$ cat config.mk
export PLATFORM = sky130hd
export DESIGN_NAME = fib_stream
export DESIGN_NICKNAME = d
export VERILOG_FILES = /design/src/rtl/fib_stream_pkg.sv /design/src/rtl/fib_sum.sv /design/src/rtl/fib_stream.sv
export SDC_FILE = /design/constraint.sdc
export NUM_CORES = 1
export LEC_CHECK = 0
export BUFFER_PORTS_ARGS = -buffer_cell sky130_fd_sc_hd__buf_4
export CORE_ASPECT_RATIO = 0.8
export CORE_UTILIZATION = 50
export CTS_CLUSTER_DIAMETER = 200
export DETAILED_ROUTE_END_ITERATION = 8
export GPL_TIMING_DRIVEN = 0
export PLACE_DENSITY_LB_ADDON = 0.1
export SETUP_SLACK_MARGIN = 0.15
export SYNTH_ARGS = -nofsm -noshare
export SYNTH_HDL_FRONTEND = slang
export SYNTH_SLANG_ARGS = --single-unit
$ cat constraint.sdc
create_clock -name clk -period 5.9 [get_ports clk]
set_input_delay 1.18 -clock clk [delete_from_list [all_inputs] [get_ports clk]]
set_output_delay 1.18 -clock clk [all_outputs]
set_load 0.01 [all_outputs]
$ cat src/rtl/fib_stream_pkg.sv
// Shared types and constants for the fib_stream generator.
package fib_stream_pkg;

  localparam int ORDER_MIN = 2;
  localparam int ORDER_MAX = 4;

  typedef enum logic [1:0] {
    IDLE = 2'd0,
    RUN  = 2'd1,
    DONE = 2'd2
  } state_e;

endpackage

$ cat src/rtl/fib_sum.sv
// ORDER-input modular adder; o_carry flags any carry out of DATA_WIDTH bits.
module fib_sum #(
  parameter int DATA_WIDTH = 32,
  parameter int ORDER      = 2
) (
  input  logic [DATA_WIDTH-1:0] i_terms [ORDER],
  output logic [DATA_WIDTH-1:0] o_sum,
  output logic                  o_carry
);

  // Two guard bits hold the carry of up to four terms.
  logic [DATA_WIDTH+1:0] w_acc;

  always_comb begin
    w_acc = '0;
    for (int k = 0; k < ORDER; k++) begin
      w_acc = w_acc + {2'b00, i_terms[k]};
    end
  end

  assign o_sum   = w_acc[DATA_WIDTH-1:0];
  assign o_carry = |w_acc[DATA_WIDTH+1:DATA_WIDTH];

endmodule

$ cat src/rtl/fib_stream.sv
// Streams an ORDER-term Fibonacci-style sequence over a valid/ready port.
// Optional wrap detection is enabled with macro FIB_STREAM_OVF_DETECT_EN.
//
// state | meaning
// IDLE  | waiting for start; outputs idle
// RUN   | presenting oldest window slot; advances on each handshake
// DONE  | one-cycle done pulse, then back to IDLE
module fib_stream
  import fib_stream_pkg::*;
#(
  parameter int DATA_WIDTH = 32,
  parameter int ORDER      = 2,
  parameter int CNT_WIDTH  = 16
) (
  input  logic                  clk,
  input  logic                  reset,
  input  logic                  start,
  input  logic [DATA_WIDTH-1:0] seed,
  input  logic [CNT_WIDTH-1:0]  num_terms,
  output logic                  out_valid,
  input  logic                  out_ready,
  output logic [DATA_WIDTH-1:0] out_data,
  output logic [CNT_WIDTH-1:0]  out_index,
  output logic                  busy,
  output logic                  done,
  output logic                  overflow
);

  if (ORDER < ORDER_MIN || ORDER > ORDER_MAX) begin : g_bad_order
    $error("fib_stream: ORDER must be within 2..4");
  end

  state_e                r_state, w_state_nxt;
  logic [DATA_WIDTH-1:0] r_win [ORDER];
  logic [CNT_WIDTH-1:0]  r_index;
  logic [CNT_WIDTH-1:0]  r_num;
  logic [DATA_WIDTH-1:0] w_sum;
  logic                  w_hs;
  logic                  w_last;
  logic                  w_start;

  assign w_hs    = (r_state == RUN) && out_ready;
  assign w_last  = (r_index == r_num - CNT_WIDTH'(1));
  assign w_start = (r_state == IDLE) && start && (num_terms != '0);

  always_comb begin
    w_state_nxt = r_state;
    out_valid   = 1'b0;
    busy        = 1'b0;
    done        = 1'b0;
    case (r_state)
      IDLE: begin
        if (start) w_state_nxt = (num_terms != '0) ? RUN : DONE;
      end
      RUN: begin
        out_valid = 1'b1;
        busy      = 1'b1;
        if (w_hs && w_last) w_state_nxt = DONE;
      end
      DONE: begin
        done        = 1'b1;
        w_state_nxt = IDLE;
      end
      default: w_state_nxt = IDLE;
    endcase
  end

  always_ff @(posedge clk) begin
    if (reset) begin
      r_state <= IDLE;
      r_index <= '0;
      r_num   <= '0;
      for (int k = 0; k < ORDER; k++) r_win[k] <= '0;
    end else begin
      r_state <= w_state_nxt;
      if (w_start) begin
        r_num   <= num_terms;
        r_index <= '0;
        for (int k = 0; k < ORDER; k++) r_win[k] <= seed;
      end else if (w_hs) begin
        r_index <= r_index + CNT_WIDTH'(1);
        for (int k = 0; k < ORDER - 1; k++) r_win[k] <= r_win[k+1];
        r_win[ORDER-1] <= w_sum;
      end
    end
  end

  assign out_data  = r_win[0];
  assign out_index = r_index;

`ifdef FIB_STREAM_OVF_DETECT_EN
  logic             w_carry;
  logic [ORDER-1:0] r_tag;
  logic             r_ovf;

  fib_sum #(.DATA_WIDTH(DATA_WIDTH), .ORDER(ORDER)) u_sum (
    .i_terms (r_win),
    .o_sum   (w_sum),
    .o_carry (w_carry)
  );

  // Tags shift alongside the window; the flag rises when a tagged term leaves.
  always_ff @(posedge clk) begin
    if (reset) begin
      r_tag <= '0;
      r_ovf <= 1'b0;
    end else if (w_start) begin
      r_tag <= '0;
      r_ovf <= 1'b0;
    end else if (w_hs) begin
      r_tag <= {w_carry, r_tag[ORDER-1:1]};
      if (r_tag[0]) r_ovf <= 1'b1;
    end
  end

  assign overflow = r_ovf;
`else
  logic w_unused_carry;

  fib_sum #(.DATA_WIDTH(DATA_WIDTH), .ORDER(ORDER)) u_sum (
    .i_terms (r_win),
    .o_sum   (w_sum),
    .o_carry (w_unused_carry)
  );

  assign overflow = 1'b0;
`endif

endmodule

==> results.tsv, run 1 <==
stage	metric	value	unit
yosys	main combinational cell family by area after synthesis	compound AO/OA/AOI/OAI gates	
setup_path	Crit. End Element	register	
place	Placed Cells	1072	
floorplanning	die area	12900	um^2
clocking	clk sinks	98	
place	number of I/O port buffers	102	
setup_path	Req. time, crit path	6140	ps
setup_path	Crit. Startpoint	out_data[0]	
setup_path	most frequent CP cell	o21ai_0	
clocking	CTS tree	done	
floorplanning	Die X	127	um
sta	endpoints failing setup	0	
power_and_ir_drop	Psw	615	uW
sta	actual slew at the worst max-slew pin	1050	ps
clocking	H-tree depth	3	
cells_and_area	Final #Nets	1017	
clocking	CTS resizes	0	
setup_path	CP Buf/Inv Count	1	
yosys	YS warnings	0	
global_routing	largest net degree at the start of global routing	18	
place	DPL Wire Length	14200	um
sta	Fmax	267	MHz
yosys	area share of and/or/nand/nor cells after synthesis	0.225	
setup_path	worst-path maximum fanout	5	
power_and_ir_drop	Pwr Density	251	nW/um^2
yosys	#FFs+latches synth	98	
cells_and_area	number of antenna diodes	0	
power_and_ir_drop	Lkg Pwr	0.00316	uW
clocking	clk_lat worst skew	360	ps
drt	DR DRC count	0	
cells_and_area	Filler cells	1138	
sta	final cycle utilization of the critical path	0.635	
setup_path	Cell Chain, Critical Path	ha_1, inv_1, fa_1, nor2b_1, o31a_2, o21bai_1, o31ai_1, a21oi_1, o21ai_0, o21ai_0, xor2_1, a2111oi_0	
setup_path	worst reg2reg startpoint	out_data[0]	
yosys	Syn Area/Cell	7.62	um^2
clocking	Clock Tree Root	clkbuf_16	
yosys	Main synth FF type	dfxtp_1	
power_and_ir_drop	Pint	1260	uW
power_and_ir_drop	Peak supply drop	0.180	mV
power_and_ir_drop	sequential power share	0.402	
cells_and_area	Final Non-Filler Cells	1088	
sta	RSZ-0062 raised after global routing	no	
drt	Detailed Route Iter0 Violations	376	
yosys	FFs w/ async S/R, synth	0	
floorplanning	Core ar.	12200	um^2
global_routing	global-route wire length before repair	29700	um
cells_and_area	commonest non-fill, non-tap cells in the layout	nand2_1 (155), buf_4 (136), dfxtp_1 (98)	
drt	vias	6344	
sta	Final Hold Fails	0	
yosys	sequential share of the synthesized area	0.315	
clocking	hold_buf cts	0	
yosys	Post-synth EDFFs	0	
yosys	Compound-Gate Fraction of Synth Area	0.235	
cells_and_area	share of layout cells above drive strength 1	0.177	
yosys	post-synth cell types	58	
job	Max-Cap Viols	0	
drt	vias per cell	5.83	
worst_hold_path	worst hold path startpoint	r_state[1]	
setup_path	slowest stage delay, CP	860	ps
cells_and_area	Area growth, synth to finish	20.2	%
yosys	Syn Nets	904	
global_routing	vias in the first global route	5878	
setup_path	CP arrival	3990	ps
yosys	Synth Area in Adders	0.0694	
floorplanning	Die H	102	um
yosys	Mapped Cells	818	
floorplanning	FP Rows	36	
drt	routed length per placed instance	17.5	um
sta	max-slew violation count	0	
cells_and_area	commonest non-fill, non-tap cell in the layout	nand2_1	
drt	Total Routed Length	19100	um
setup_path	CP max-delay cell	o31ai_1	
yosys	Synth Cell Area	6240	um^2
clocking	TritonCTS buffer count	9	
clocking	clock-pin slew on the worst setup and hold paths	70	ps
sta	final worst clock skew	10.1	ps
global_routing	Tot GR Track Use	0.296	
drt	DR pass1 iterations	5	
setup_path	family with the most delay on the worst path	compound AO/OA/AOI/OAI gates	
sta	Final Critical Period	3750	ps
clocking	Bufs on Longest Clock Path	2	
sta	setup total negative slack	0	ps
setup_path	WS Path Type	register to register	
power_and_ir_drop	clock group share of total power	0.327	
clocking	setup bufs post-CTS	0	
power_and_ir_drop	Gate power share	0.270	
floorplanning	Initial Util	0.513	
worst_hold_path	HP Class	register to register	
global_routing	gr ovfl total	0	
power_and_ir_drop	Net Sw Frac	0.327	
yosys	XOR/XNOR Fraction of Synth Area	0.0815	
yosys	mux contribution to synthesized area	0.00341	
setup_path	Setup crit start kind	register	
floorplanning	I/O pin count	104	
drt	ANT nets after route	0	
place	Final GP Congestion	0.899	
outcome	outcome	finished, final reports clean	
global_routing	antenna violations before repair	0	
sta	Slew HR	0.297	
## power groups by stage
stage / registers, uW / clock network, uW / logic [uW]
after floorplan: 758 / 0 / 348
after global placement: 768 / 0 / 488
after detailed placement: 770 / 0 / 499
after CTS: 755 / 619 / 502
after global routing: 763 / 642 / 557
final: 756 / 615 / 508
## final cells by class
cell class,instances,area [um^2],area share
Timing Repair Buffer,102,766,0.102
Buffer,74,407,0.0543
Multi-Input combinational cell,637,3830,0.512
Clock inverter,7,76.3,0.0102
Clock buffer,9,225,0.0301
Sequential cell,98,1960,0.262
Inverter,9,33.8,0.00451
Tap cell,152,190,0.0254
## worst paths after layout
kind,to,slack [ps],depth (start not counted)
setup / recovery,r_win[30],2150,12
hold / removal,r_state[1],460,1
setup reg to reg,r_win[30],2150,12
hold reg to reg,r_state[1],460,1
## synthesized netlist by cell type (9+ instances only)
cell type / n / area (um^2)
dfxtp_1: 98 / 1960
and3_1: 10 / 62.6
a21oi_1: 64 / 320
a21o_1: 16 / 120
nor2_1: 74 / 278
a211oi_1: 10 / 75.1
a311oi_1: 14 / 123
nand2_1: 155 / 582
xnor2_1: 24 / 210
ha_1: 33 / 413
inv_1: 9 / 33.8
clkbuf_1: 32 / 120
xor2_1: 34 / 298
o21ai_0: 41 / 205
o21bai_1: 19 / 143
nand3_1: 12 / 60.1
nor3_1: 18 / 90.1
buf_4: 34 / 255
a31oi_1: 26 / 163
## cell families after synthesis
logic type               Yosys count
AND/OR/NAND/NOR                  316
XOR/XNOR                          58
flip-flops                        98
adder cells (fa/ha/maj)           34
other                              1
multiplexers                       2
buffers and inverters             83
AO/OA/AOI/OAI                    226
## through the flow
| stage | util | instance area (um^2) | total power (uW) | hold WS [ps] | setup WS, ps |
|---|---|---|---|---|---|
| after CTS | 0.616 | 7490 | 1880 | 464 | 2280 |
| after detailed placement | 0.591 | 7190 | 1270 | 454 | 2330 |
| after global placement | 0.591 | 7190 | 1260 | 447 | 2380 |
| final | 0.616 | 7490 | 1880 | 462 | 2150 |
| after global routing | 0.616 | 7490 | 1960 | 499 | 1950 |
| after floorplan | - | 6240 | 1110 | 431 | 3080 |
## state kept, by name (all words and copies together) (netlist names)
signal,flops
out_data,32
r_state,2
r_win,32
out_index,16
r_num,16
## layer usage
layer / GRT usage / wire [um]
met4: 0.0952 / 322
met5: 0 / 0
met3: 0.0466 / 902
met2: 0.501 / 8800
met1: 0.391 / 9040
Power figures use the tool's default switching activity.
==> run 2: changes to the inputs <==
--- a/config.mk
+++ b/config.mk
@@ -5,6 +5,7 @@
 export SDC_FILE = /design/constraint.sdc
 export NUM_CORES = 1
 export LEC_CHECK = 0
+export ABC_AREA = 1
 export BUFFER_PORTS_ARGS = -buffer_cell sky130_fd_sc_hd__buf_4
 export CORE_ASPECT_RATIO = 0.8
 export CORE_UTILIZATION = 50
==> constraint.sdc (replaced) <==
create_clock -name clk -period 3.8 [get_ports clk]
set_input_delay 0.76 -clock clk [delete_from_list [all_inputs] [get_ports clk]]
set_output_delay 0.76 -clock clk [all_outputs]
set_load 0.01 [all_outputs]
==> run 2 against run 1 <==
Clock-buffer cell count grew 2. Largest power group unchanged. First-iteration DRC count up 53%. Synthesized cell count up 29%. Area after synthesis up 9.0%. Sequential share of layout area is 2.0 points lower. Die area rose by 8.9%. Total power rose by 80%. Worst hold slack gained 27 ps. Critical endpoint is now out_data[1]. Sequential power grew 63%. Worst setup slack worse by 1100 ps.
==> results.tsv, run 2 <==
stage	metric	value	unit	change
clocking	Clock Tree Root	clkbuf_16		
power_and_ir_drop	Gate power share	0.324		+0.054
place	DPL Wire Length	15900	um	+11%
floorplanning	I/O pin count	104		unchanged
cells_and_area	Area growth, synth to finish	19.4	%	
clocking	hold_buf cts	0		unchanged
global_routing	largest net degree at the start of global routing	17		-1
yosys	Main synth FF type	dfxtp_1		
cells_and_area	commonest non-fill, non-tap cell in the layout	nand2_1		
yosys	top-area cell type share of the netlist area	0.289		-0.0261
sta	Final Hold Fails	0		unchanged
outcome	outcome	finished, final reports clean		
yosys	top-count cell post-synth	nand2_1		
clocking	setup bufs post-CTS	0		unchanged
place	Setup Slack @ Placement	905	ps	-1420 ps
cells_and_area	share of layout cells above drive strength 1	0.155		-0.0223
floorplanning	Die X	132	um	+4.3%
sta	max-slew violation count	0		unchanged
cells_and_area	Filler cells	1305		+15%
yosys	Commonest cells post-synth	nand2_1 (266), nor2_1 (106), inv_1 (99)		
setup_path	CP Buf/Inv Count	2		+1
power_and_ir_drop	sequential power share	0.362		-0.040
floorplanning	die area	14100	um^2	+8.9%
clocking	TritonCTS buffer count	9		unchanged
sta	Final Critical Period	2730	ps	
sta	Fin Hold WS	490	ps	+27.3 ps
clocking	H-tree depth	3		unchanged
cells_and_area	Final Instance Area	8120	um^2	+8.3%
sta	final worst clock skew	8.42	ps	-1.66 ps
place	Final GP Congestion	0.947		+5.4%
sta	endpoints failing setup	0		unchanged
power_and_ir_drop	Pint	2200	uW	+74%
sta	setup total negative slack	0	ps	unchanged
power_and_ir_drop	PnR Total Power	3390	uW	+80%
yosys	Mapped Cells	1056		+29%
clocking	clock-pin slew on the worst setup and hold paths	80	ps	about the same
sta	RSZ-0062 raised after global routing	no		
drt	Total Routed Length	20400	um	+7.0%
drt	Detailed Route Iter0 Violations	577		+53%
sta	Fmax	366	MHz	
yosys	FFs w/ async S/R, synth	0		unchanged
cells_and_area	number of antenna diodes	0		unchanged
drt	routed length per placed instance	15.1	um	-14%
setup_path	most frequent CP cell	nand2_2		
clocking	clk sinks	98		unchanged
power_and_ir_drop	clock group share of total power	0.314		-0.013
yosys	Syn Nets	1142		+26%
setup_path	Crit. End Element	register		
job	Max-Cap Viols	0		unchanged
floorplanning	Die H	106	um	+4.3%
clocking	Bufs on Longest Clock Path	2		unchanged
yosys	post-synth cell types	42		-28%
drt	ANT nets after route	0		unchanged
floorplanning	Initial Util	0.521		+0.00804
yosys	Synth Cell Area	6800	um^2	+9.0%
clocking	CTS tree	done		
sta	Slew HR	0.407		+0.111
setup_path	family with the most delay on the worst path	simple AND/OR/NAND/NOR gates		
yosys	Yosys top cell by area	dfxtp_1		
setup_path	worst-path maximum fanout	10		+5
clocking	clk_lat worst skew	360	ps	about the same
setup_path	Req. time, crit path	4070	ps	-2070 ps
global_routing	Tot GR Track Use	0.298		+0.00185
setup_path	CP arrival	3000	ps	-990 ps
power_and_ir_drop	Net Sw Frac	0.352		+0.0252
setup_path	slowest stage delay, CP	520	ps	-340 ps
global_routing	gr ovfl total	0		unchanged
place	Post-DP Area	7780	um^2	+8.2%
place	number of I/O port buffers	102		unchanged
sta	PnR worst setup slack	1070	ps	-1090 ps
drt	vias per cell	5.35		-8.2%
floorplanning	FP Rows	37		+2.8%
power_and_ir_drop	Lkg Pwr	0.00391	uW	+24%
sta	final cycle utilization of the critical path	0.719		
clocking	CTS resizes	0		unchanged
worst_hold_path	HP Class	register to register		
yosys	#FFs+latches synth	98		unchanged
yosys	Syn Area/Cell	6.44	um^2	-16%
global_routing	antenna violations before repair	0		unchanged
drt	vias	7220		+14%
floorplanning	Core ar.	13100	um^2	+7.3%
yosys	Post-synth EDFFs	0		unchanged
power_and_ir_drop	Peak supply drop	0.338	mV	+88%
yosys	sequential share of the synthesized area	0.289		-0.0261
sta	actual slew at the worst max-slew pin	880	ps	-166 ps
drt	DR DRC count	0		unchanged
drt	DR pass1 iterations	5		unchanged
setup_path	Cell Chain, Critical Path	buf_4, nor4_1, nand4_1, nand2_2, nand2_2, clkbuf_1, o21ai_0, nand2_1, o31ai_1		
yosys	Synth area leaders	dfxtp_1 (29%), nand2_1 (15%), o21ai_0 (7.1%)		
cells_and_area	Final #Nets	1255		+23%
setup_path	WS Path Type	input port to register		
global_routing	vias in the first global route	6523		+11%
setup_path	CP max-delay cell	nor4_1		
cells_and_area	commonest non-fill, non-tap cells in the layout	nand2_1 (266), buf_4 (136), nor2_1 (106)		
setup_path	Setup crit start kind	input port		
yosys	YS warnings	0		unchanged
global_routing	global-route wire length before repair	32900	um	+11%
power_and_ir_drop	Pwr Density	418	nW/um^2	+67%
power_and_ir_drop	Psw	1190	uW	+94%
run 2: final cells by class:
type                            instances  area [um^2]  share of cell area
Multi-Input combinational cell        791         4070               0.502
Sequential cell                        98         1960               0.242
Clock buffer                           11          253              0.0311
Clock inverter                          5         82.6              0.0102
Inverter                              100          375              0.0462
Timing Repair Buffer                  102          766              0.0943
Buffer                                 67          388              0.0478
Tap cell                              175          219              0.0270
run 2: power groups by stage:
stage / sequential, uW / combinational [uW] / clock, uW
floorplan: 1220 / 765 / 0
global placement: 1250 / 1070 / 0
detailed placement: 1250 / 1080 / 0
CTS: 1220 / 1090 / 1070
global route: 1240 / 1230 / 1110
finish: 1230 / 1100 / 1070
run 2: per-layer routing:
| metal | vias to the layer above | share of wire | track usage |
|---|---|---|---|
| li1 | 3693 | - | - |
| met1 | 3210 | 0.50 | 0.441 |
| met2 | 291 | 0.40 | 0.436 |
| met3 | 26 | 0.084 | 0.0577 |
| met4 | 0 | 0.018 | 0.0813 |
| met5 | - | 0 | 0 |
run 2: kinds of logic (layout without fill, tap and decap cells):
| logic type | Yosys count | after routing | share of synthesized area |
|---|---|---|---|
| flops | 98 | 98 | 0.289 |
| other cells | 1 | 1 | 0.000552 |
| buf+inv | 167 | 285 | 0.112 |
| fa+ha+maj | 34 | 34 | 0.0637 |
| compound gates | 242 | 242 | 0.191 |
| simple gates | 492 | 492 | 0.314 |
| xor+xnor | 22 | 22 | 0.0304 |
run 2: worst paths after layout:
path                                     from  slack, ps  cells past startpoint      endpoint
worst max-delay path            num_terms[15]       1070                      9   out_data[1]
worst min register to register      r_win[27]        490                      2  out_data[27]
worst max register to register   out_data[12]       1270                      9     r_win[21]
worst min-delay path                r_win[27]        490                      2  out_data[27]
run 2: worst reg2reg max path, cell delays in order, from the launching register on:
cell,delay [ps]
dfxtp_1,340
ha_1,390
nand2_1,140
nor2_1,280
nand2_1,80
o21ai_0,710
nand2_1,170
nand3b_1,140
nand3_1,80
a21oi_1,140
run 2: metrics by stage:
| stage | util | std cells |
|---|---|---|
| 2_1_floorplan | - | 1056 |
| 3_3_place_gp | 0.596 | 1333 |
| 3_5_place_dp | 0.596 | 1333 |
| 4_1_cts | 0.622 | 1349 |
| 5_1_grt | 0.622 | 1349 |
| 6_report | 0.622 | 1349 |
==> run 3: changes to the inputs <==
==> constraint.sdc (replaced) <==
create_clock -name clk -period 2.43 [get_ports clk]
set_input_delay 0.486 -clock clk [delete_from_list [all_inputs] [get_ports clk]]
set_output_delay 0.486 -clock clk [all_outputs]
set_load 0.01 [all_outputs]
==> run 3 against run 2 <==
Global-route usage is 0.10 points higher. First-iteration DRC count shrank 1.6%. Final area rose by 0.89%. Sequential power increased by 56%. Critical path depth grew 1. Critical path type unchanged. Largest power group unchanged.
==> results.tsv, run 3 (synthesis results as in run 2) <==
stage	metric	value	unit	change
sta	endpoints failing setup	0		unchanged
drt	ANT nets after route	0		unchanged
sta	Final Critical Period	2200	ps	
clocking	clock-pin slew on the worst setup and hold paths	70	ps	about the same
clocking	Bufs on Longest Clock Path	2		unchanged
floorplanning	Core ar.	13100	um^2	unchanged
setup_path	Req. time, crit path	2700	ps	-1370 ps
sta	RSZ-0062 raised after global routing	yes		
floorplanning	die area	14100	um^2	unchanged
global_routing	vias in the first global route	6552		+0.44%
setup_path	Crit. End Element	register		
setup_path	Setup crit start kind	input port		
sta	Fmax	454	MHz	
global_routing	Tot GR Track Use	0.299		+0.00104
power_and_ir_drop	Peak supply drop	0.524	mV	+55%
sta	final cycle utilization of the critical path	0.907		
setup_path	worst-path maximum fanout	10		unchanged
drt	Total Routed Length	20600	um	+1.3%
floorplanning	Die X	132	um	unchanged
cells_and_area	Core Util, Final	0.627		+0.00556
drt	vias	7275		+0.76%
cells_and_area	share of layout cells above drive strength 1	0.169		+0.0142
power_and_ir_drop	Pwr Density	650	nW/um^2	+56%
sta	max-slew violation count	0		unchanged
floorplanning	Initial Util	0.521		unchanged
sta	final worst clock skew	7.55	ps	-0.878 ps
job	Max-Cap Viols	0		unchanged
cells_and_area	number of antenna diodes	0		unchanged
clocking	CTS tree	done		
cells_and_area	Final Non-Filler Cells	1351		+0.15%
sta	Final Hold Fails	0		unchanged
drt	DR pass1 iterations	5		unchanged
place	number of I/O port buffers	102		unchanged
clocking	clk sinks	98		unchanged
global_routing	global-route wire length before repair	33000	um	+0.34%
setup_path	WS Path Type	input port to register		
global_routing	antenna violations before repair	0		unchanged
drt	DR DRC count	0		unchanged
outcome	outcome	finished, final reports clean		
clocking	H-tree depth	3		unchanged
place	Final GP Congestion	0.947		unchanged
place	Post-DP Area	7780	um^2	unchanged
sta	Slew HR	0.570		+0.163
floorplanning	FP Rows	37		unchanged
cells_and_area	Final #Nets	1257		+0.16%
sta	actual slew at the worst max-slew pin	645	ps	-235 ps
cells_and_area	commonest non-fill, non-tap cells in the layout	nand2_1 (262), buf_4 (138), nor2_1 (105)		
clocking	Clock Tree Root	clkbuf_16		
global_routing	gr ovfl total	0		unchanged
floorplanning	I/O pin count	104		unchanged
cells_and_area	Area growth, synth to finish	20.5	%	
drt	Detailed Route Iter0 Violations	568		-1.6%
floorplanning	Die H	106	um	unchanged
setup_path	CP arrival	2470	ps	-530 ps
drt	routed length per placed instance	15.3	um	+1.1%
sta	Fin Hold WS	329	ps	-161 ps
cells_and_area	commonest non-fill, non-tap cell in the layout	nand2_1		
worst_hold_path	HP Class	input port to register		
global_routing	largest net degree at the start of global routing	17		unchanged
clocking	TritonCTS buffer count	9		unchanged
power_and_ir_drop	Lkg Pwr	0.00393	uW	+0.40%
place	DPL Wire Length	15900	um	unchanged
drt	vias per cell	5.38		+0.61%
sta	setup total negative slack	0	ps	unchanged
place	Placed Cells	1333		unchanged
cells_and_area	Final Instance Area	8190	um^2	+0.89%
clocking	clk_lat worst skew	360	ps	about the same
[run 3: cell types whose count changed in the layout (fill, tap and decap cells not counted), sizes merged]
cell,delta
buf,+2
[run 3: layout make-up]
class,count,area (um^2)
fillers,1308,4860
multi-input cells,791,4130
flip-flops and latches,98,1960
repair buffers,104,781
plain buffers,67,388
inverters,100,375
clock buffers,11,253
well taps,175,219
clock inverters,5,82.6
[run 3: path summary, 6_finish.rpt]
check	start	endpoint	slack, ps	depth (start not counted)
setup / recovery	num_terms[0]	out_data[1]	230	10
hold reg to reg	r_win[27]	out_data[27]	490	2
hold / removal	reset	out_data[31]	330	2
setup reg to reg	out_data[12]	r_win[13]	240	8
[run 3: repair_timing]
action	in CTS	in global routing
cloned	0	0
hold buffers	0	0
pin swaps	0	3
setup buffers	0	2
endpoints found under the setup margin	10	31
gates resized for setup	4	14
[run 3: per-stage QoR]
stage	total power, uW	setup slack (ps)
after floorplan	3110	499
after global placement	3620	-212
after detailed placement	3630	-191
after CTS	5280	123
after global routing	5620	120
final	5320	226
[run 3: report_power, final]
group          total (uW)  switching [uW]  internal (uW)
Sequential           1920             145           1780
Clock                1660             697            967
Combinational        1740            1040            702
[run 3: critical path: stages]
cell	delay, ps
buf_4	120
nor4_1	460
nand4_1	160
buf_4	190
nand2_4	120
nand2_2	170
clkbuf_1	320
o21ai_0	290
nand2_1	90
o31ai_1	80
[run 3: routing by layer]
| metal | GRT usage | up-vias | wire length, um |
|---|---|---|---|
| met5 | 0 | - | 0 |
| met4 | 0.0837 | 0 | 374 |
| met3 | 0.0582 | 25 | 1700 |
| met2 | 0.438 | 283 | 8320 |
| met1 | 0.441 | 3270 | 10300 |
| li1 | - | 3697 | - |
